$ cat config.mk
export PLATFORM = sky130hd
export DESIGN_NAME = mem_wb_pipe
export DESIGN_NICKNAME = d
export VERILOG_FILES = /design/src/rtl/mem_wb_pipe.sv
export SDC_FILE = /design/constraint.sdc
export NUM_CORES = 1
export LEC_CHECK = 0
export CORE_MARGIN = 8
export CORE_UTILIZATION = 43
export CTS_CLUSTER_SIZE = 40
export DETAILED_ROUTE_END_ITERATION = 10
export PLACE_DENSITY = 0.8
export RECOVER_POWER = 25
export SLEW_MARGIN = 20
export SYNTH_ARGS = -nofsm -noshare
export SYNTH_HDL_FRONTEND = slang
export SYNTH_SLANG_ARGS = --single-unit
$ cat constraint.sdc
create_clock -name clk -period 2.8 [get_ports clk]
set_input_delay 0.28 -clock clk [delete_from_list [all_inputs] [get_ports clk]]
set_output_delay 0.28 -clock clk [all_outputs]
set_load 0.03 [all_outputs]
$ cat src/rtl/mem_wb_pipe.sv
// MEM->WB pipeline register: N writeback lanes, valid bit, flush,
// hold-vs-bubble stall decode, optional HI/LO path and wrapping
// retired/bubble/stall performance counters.
module mem_wb_pipe #(
  parameter int DATA_W  = 32,
  parameter int ADDR_W  = 5,
  parameter int LANES   = 1,
  parameter int STALL_W = 6,
  parameter int STAGE   = 4,
  parameter int HILO_EN = 1,
  parameter int CNT_W   = 32
) (
  input  logic                      clk,
  input  logic                      rst,
  input  logic [STALL_W-1:0]        stall,
  input  logic                      flush,
  input  logic                      cnt_clr,
  input  logic                      mem_valid,
  input  logic [LANES-1:0]          mem_wreg,
  input  logic [LANES*ADDR_W-1:0]   mem_wd,
  input  logic [LANES*DATA_W-1:0]   mem_wdata,
  input  logic                      mem_whilo,
  input  logic [DATA_W-1:0]         mem_hi,
  input  logic [DATA_W-1:0]         mem_lo,
  output logic                      wb_valid,
  output logic [LANES-1:0]          wb_wreg,
  output logic [LANES*ADDR_W-1:0]   wb_wd,
  output logic [LANES*DATA_W-1:0]   wb_wdata,
  output logic                      wb_whilo,
  output logic [DATA_W-1:0]         wb_hi,
  output logic [DATA_W-1:0]         wb_lo,
  output logic [CNT_W-1:0]          retire_cnt,
  output logic [CNT_W-1:0]          bubble_cnt,
  output logic [CNT_W-1:0]          stall_cnt,
  output logic                      stall_err
);

  typedef enum logic [1:0] {
    ACT_ADVANCE,
    ACT_BUBBLE,
    ACT_HOLD
  } act_e;

  localparam logic             HILO_ON = (HILO_EN != 0);
  localparam logic [CNT_W-1:0] CNT_ONE = CNT_W'(1);

  logic s_bit;
  logic d_bit;
  logic stall_unused;
  act_e act;

  assign s_bit = stall[STAGE];

  // The downstream stage only exists if this is not the last stall bit.
  generate
    if (STAGE + 1 < STALL_W) begin : g_down
      assign d_bit = stall[STAGE+1];
    end else begin : g_no_down
      assign d_bit = 1'b0;
    end
  endgenerate

  // Other stall bits belong to other stages.
  assign stall_unused = ^stall;

  // Decode the per-edge action: flush beats stall; stall with a moving
  // downstream stage inserts a bubble, otherwise it holds.
  always_comb begin
    act = ACT_ADVANCE;
    if (flush) begin
      act = ACT_BUBBLE;
    end else if (s_bit && !d_bit) begin
      act = ACT_BUBBLE;
    end else if (s_bit && d_bit) begin
      act = ACT_HOLD;
    end
  end

  // Pipeline register; data is captured even for invalid slots, enables are gated.
  always_ff @(posedge clk) begin
    if (rst) begin
      wb_valid <= 1'b0;
      wb_wreg  <= '0;
      wb_wd    <= '0;
      wb_wdata <= '0;
      wb_whilo <= 1'b0;
      wb_hi    <= '0;
      wb_lo    <= '0;
    end else begin
      case (act)
        ACT_ADVANCE: begin
          wb_valid <= mem_valid;
          wb_wreg  <= mem_wreg & {LANES{mem_valid}};
          wb_wd    <= mem_wd;
          wb_wdata <= mem_wdata;
          wb_whilo <= HILO_ON & mem_whilo & mem_valid;
          wb_hi    <= HILO_ON ? mem_hi : '0;
          wb_lo    <= HILO_ON ? mem_lo : '0;
        end
        ACT_BUBBLE: begin
          wb_valid <= 1'b0;
          wb_wreg  <= '0;
          wb_wd    <= '0;
          wb_wdata <= '0;
          wb_whilo <= 1'b0;
          wb_hi    <= '0;
          wb_lo    <= '0;
        end
        default: ;
      endcase
    end
  end

  // Performance counters: exactly one increments per non-reset cycle; clear overrides.
  always_ff @(posedge clk) begin
    if (rst || cnt_clr) begin
      retire_cnt <= '0;
      bubble_cnt <= '0;
      stall_cnt  <= '0;
    end else begin
      case (act)
        ACT_ADVANCE: begin
          if (mem_valid) begin
            retire_cnt <= retire_cnt + CNT_ONE;
          end else begin
            bubble_cnt <= bubble_cnt + CNT_ONE;
          end
        end
        ACT_BUBBLE: bubble_cnt <= bubble_cnt + CNT_ONE;
        ACT_HOLD:   stall_cnt  <= stall_cnt + CNT_ONE;
        default: ;
      endcase
    end
  end

  // Flag a downstream stall while this stage runs (non-monotonic stall vector).
  always_ff @(posedge clk) begin
    if (rst) begin
      stall_err <= 1'b0;
    end else begin
      stall_err <= !s_bit && d_bit;
    end
  end

endmodule

# Yosys cells after proc, flatten, opt, wreduce, memory -nomap -nowiden
# Index checks and enable logic that the tools add are counted.
classes:
  n_addsub: 3
  n_eq_ne: 3
  mux: 12
  n_bitwise: 2
  n_reduce_logical: 10
ops:
  columns: ["cell", "n"]
  rows:
  - ["32-bit case mux with 2 select lines", 4]
  - ["32-bit by 1-bit adder with 32-bit output (second input constant)", 3]
  - ["32-bit two-way mux", 1]
  - ["5-bit case mux with 2 select lines", 1]
  - ["2-bit two-way mux", 3]
  - ["1-bit case mux with 2 select lines", 3]
  - ["2-bit AND reduction", 2]
  - ["1-bit logical AND", 3]
  - ["1-bit bitwise AND", 2]
  - ["2-bit by 1-bit equality test with 1-bit output (second input constant)", 1]
  - ["2-bit equality test (second input constant)", 1]
  - ["1-bit logical NOT", 2]
  - ["2-bit logical NOT", 1]
  - ["2-bit != test (second input constant)", 1]
  - ["2-bit nonzero test", 1]
  - ["1-bit logical OR", 1]
totals:
  reg_bits: 201

# Longest topological paths before layout
depth:
  ltp_word: 7
  ltp_mapped: 7
  mapped_depth_nobuf: 6

# Worst setup path before layout
# No wires, ideal clock.
synth_path:
  kind: "reg-to-reg"
  startpoint: "register retire_cnt[15]"
  endpoint: "register retire_cnt[30]"
  setup_time_ns: 0.071
  t_arrival_ns: 2.270
  path_slack_ns: 0.459
  path_stages_with_launch: 7
  n_path_buf: 1
  path_cell_list: "dfxtp_1 -> and4_4 -> nand3_2 -> or4_1 -> buf_2 -> or4_1 -> a21oi_1"
synth_between:
  elab_chain_cells: 1
synth_lines:
  columns: ["element", "line", "source"]
  rows:
  - ["from (decl)", "32", "output logic [CNT_W-1:0] retire_cnt,"]
  - ["from (signal assigned)", "124", "retire_cnt <= retire_cnt + CNT_ONE;"]
  - ["32-bit by 1-bit adder with 32-bit output", "124", null]
# Every way passes these cells.
# A chain may end at the register's enable or synchronous reset.

# Worst setup path after layout
layout_path:
  startpoint: "input port stall[4]"
  endpoint: "register wb_wreg"
layout_between:
  elab_chain_cells: 6
  elab_cells_between_ends: 9
layout_lines:
  columns: ["element", "line", "source"]
  rows:
  - ["from (decl)", "15", "input logic [STALL_W-1:0] stall,"]
  - ["1-bit logical AND", "74", "end else if (s_bit && d_bit) begin"]
  - ["2-bit two-way mux", "74", null]
  - ["2-bit two-way mux (*)", "72", "end else if (s_bit && !d_bit) begin"]
  - ["2-bit two-way mux (*)", "70", "if (flush) begin"]
  - ["2-bit by 1-bit equality test with 1-bit output / 2-bit logical NOT (equally long branches)", "90", "case (act)"]
  - ["1-bit case mux with 2 select lines / 2-bit nonzero test (equally long branches)", null, null]
  - ["to (signal assigned)", "93", "wb_wreg <= mem_wreg & {LANES{mem_valid}};"]
  - ["to (decl)", "26", "output logic [LANES-1:0] wb_wreg,"]
# Every way passes the cells marked *; elsewhere a longest branch is shown, timed or not.

==> summary.txt <==
Status
  – Status: finished with violations
  – Failing checks: capacitance limit, slew limit

Die
  – Starting Density: 43.40%
  – Core region area: 17840 sq um
  – Ports: 315
  – Die Width: 150.2 um
  – Die area: 22560 sq um
  – Die height: 150.2 um
  – Rows: 49

Hold path
  – Hold/Removal Path Class: in -> reg

Clock network
  – Clk buf depth: 3
  – Post-CTS Setup Repair Bufs: 0
  – Clk root buf: clkbuf_16
  – Clock Sinks: 201
  – Hold Buf Count CTS: 0
  – Post-CTS sizing: 0
  – H-tree depth: 1
  – Clock-pin slew of the registers on the worst-case setup and hold paths: 0.06 ns
  – Num CTS Buffers: 23
  – Worst-skew pair later-pin latency: 0.50 ns
  – TritonCTS clock tree: done

Worst setup path
  – CP max FO: 60
  – WP data required: 3.23 ns
  – CP Launch Type: primary input
  – Kind of end point of the critical path: register
  – Critical path type: in -> reg
  – Crit-path cells: dlygate4sd3_1 -> clkbuf_1 -> nand2_1 -> nor2_4 -> clkbuf_2 -> a22oi_1 -> nor2_1
  – Crit path largest cell delay: 0.94 ns
  – CP arrival: 2.77 ns
  – Slowest cell on crit path: clkbuf_2

Drt
  – DRT Wirelength: 25.16 mm
  – DRC: 0
  – Via density: 5.275
  – Number of routed nets with antenna violations: 0
  – DRT Pass-1 Iters: 5
  – 1st-iter DRT viols: 462
  – Via Count: 7406
  – DR WL/cell: 17.92 um

Cells and area
  – Layout cells sized above 1: 5.447%
  – Layout area overhead: 53.95%
  – Utilization after layout: 66.82%
  – Layout fillers: 1412
  – Final cell count without fillers: 1404
  – Layout net count: 1275
  – Design area: 11920 sq um
  – Diodes inserted: 0

Synth
  – Library cells used by synthesis: 36
  – Top cell type by total area after synthesis: dfxtp_1
  – Netlist Area Pre-Place: 7744 sq um
  – Yosys top cell area share: 51.96%
  – Top cells by area, synth: dfxtp_1, a22oi_1, nor2_1
  – Main synth FF type: dfxtp_1
  – Synth Net Count: 980
  – Seq cells post-synth: 201
  – Mapped Cells: 863
  – Ys async rst share: 0%
  – Syn Area/Cell: 8.973 sq um
  – Syn. warnings: 0
  – Seq/Total Area, Yosys: 51.96%
  – Number of enable flip-flop cells after synthesis: 0

Timing
  – Slew headroom: -23.95%
  – Setup TNS: 0 ns
  – RSZ-0062 raised after global routing: false
  – Worst hold slack: 0.3578 ns
  – Pins Over Slew Limit: 29
  – Final setup vio count: 0
  – Final Cycle Share: 83.46%
  – Fin worst setup slack: 0.4631 ns
  – Fin crit period: 2.337 ns
  – Worst-margin pin slew: 1.859 ns
  – F_max: 0.4279 GHz
  – Setup Skew: 0.01117 ns
  – Final hold vios: 0

Place
  – Final HPWL DP: 17.68 mm
  – Port bufs: 310
  – RD Place Congestion: 0.7957
  – Placed Area: 11120 sq um
  – Dpl ws: 0.4143 ns
  – DP Cell Count: 1362

GRT
  – Initial antenna violation count: 0
  – Global Route Usage Sum: 21.00%
  – Total grt overflow: 0
  – First-pass GRT wire length: 38.72 mm
  – Vias in the first global route: 7269
  – Largest net degree at the start of global routing: 102

Flow run
  – Max Cap Viol: 1

Power and ir drop
  – P_leak: 4.022 nW
  – Pwr dens: 568.5 nW/um^2
  – Total power: 6.777 mW
  – Maximum VDD drop: 603.7 uV
-- where the power goes --
part,internal [mW],switching [mW]
Sequential,2.91,0.0275
Combinational,0.268,0.271
Clock,2.12,1.18
-- critical path, delay by kind of cell --
family / cells / cell delay [ns]
buf+inv: 3 / 1.85
simple gates: 3 / 0.41
compound gates: 1 / 0.21
-- per-layer routing --
metal	vias up	global-route usage [%]	part of all wire, %
li1	3603	-	-
met1	3457	23.44	38
met2	289	35.79	48
met3	57	7.665	9.7
met4	0	8.346	3.7
met5	-	0	0
-- layout by cell type (no fill, tap or decap), types with 6 or more instances in the layout --
cell / instances
nand4_1: 29
inv_1: 9
and4_1: 6
a21oi_1: 18
buf_4: 15
nor2_1: 189
o21ai_0: 14
bufinv_16: 6
nand3_1: 26
clkdlybuf4s50_1: 307
or3_1: 14
nor3_1: 21
and3_1: 9
and2_1: 6
dfxtp_1: 201
nand2_1: 36
nor4_1: 18
a22oi_1: 103
xor2_1: 33
clkbuf_1: 8
clkbuf_16: 23
xnor2_1: 43
-- synthesized netlist by cell type (6+ instances only) --
cell type,instances
nor4_1,18
clkbuf_1,53
or3_1,14
a21oi_1,18
nor2_1,191
nor3_1,21
dfxtp_1,201
inv_1,9
nand4_1,29
buf_1,6
xnor2_1,43
and3_1,9
xor2_1,33
and4_1,6
nand2_1,36
a22oi_1,103
and2_1,6
nand3_1,26
o21ai_0,14
-- state kept, by name, summed over array words and instances, names as in the netlist, 5 cells and up --
signal      count
wb_wdata       32
wb_wd           5
stall_cnt      32
bubble_cnt     32
retire_cnt     32
wb_hi          32
wb_lo          32
-- logic make-up (layout without fill, tap and decap cells) --
group / after synthesis / after routing / synth area share [%]
adder cells (fa/ha/maj): 3 / 3 / 0.4848
AND/OR/NAND/NOR: 371 / 371 / 22.62
buffers and inverters: 69 / 381 / 3.361
flip-flops: 201 / 201 / 51.96
multiplexers: 3 / 3 / 0.3878
XOR/XNOR: 76 / 76 / 8.596
AO/OA/AOI/OAI: 140 / 140 / 12.59
-- final timing paths --
| check | to | cells after the start | startpoint | slack (ns) |
|---|---|---|---|---|
| setup / recovery | wb_wreg | 7 | stall[4] | 0.46 |
| hold reg to reg | wb_hi[27] | 2 | wb_hi[27] | 0.49 |
| setup reg to reg | retire_cnt[30] | 5 | retire_cnt[15] | 0.49 |
| hold / removal | wb_wdata[11] | 3 | rst | 0.36 |
-- cell type report --
type                            instances  area, sq um  area share, %
Timing Repair Buffer                  330         3266          27.39
Inverter                                9        33.78         0.2834
Tap cell                              229        286.5          2.403
Multi-Input combinational cell        593         3475          29.15
Sequential cell                       201         4024          33.75
Clock buffer                           31        625.6          5.248
Clock inverter                         11        211.5          1.774
Power figures use the tool's default switching activity.
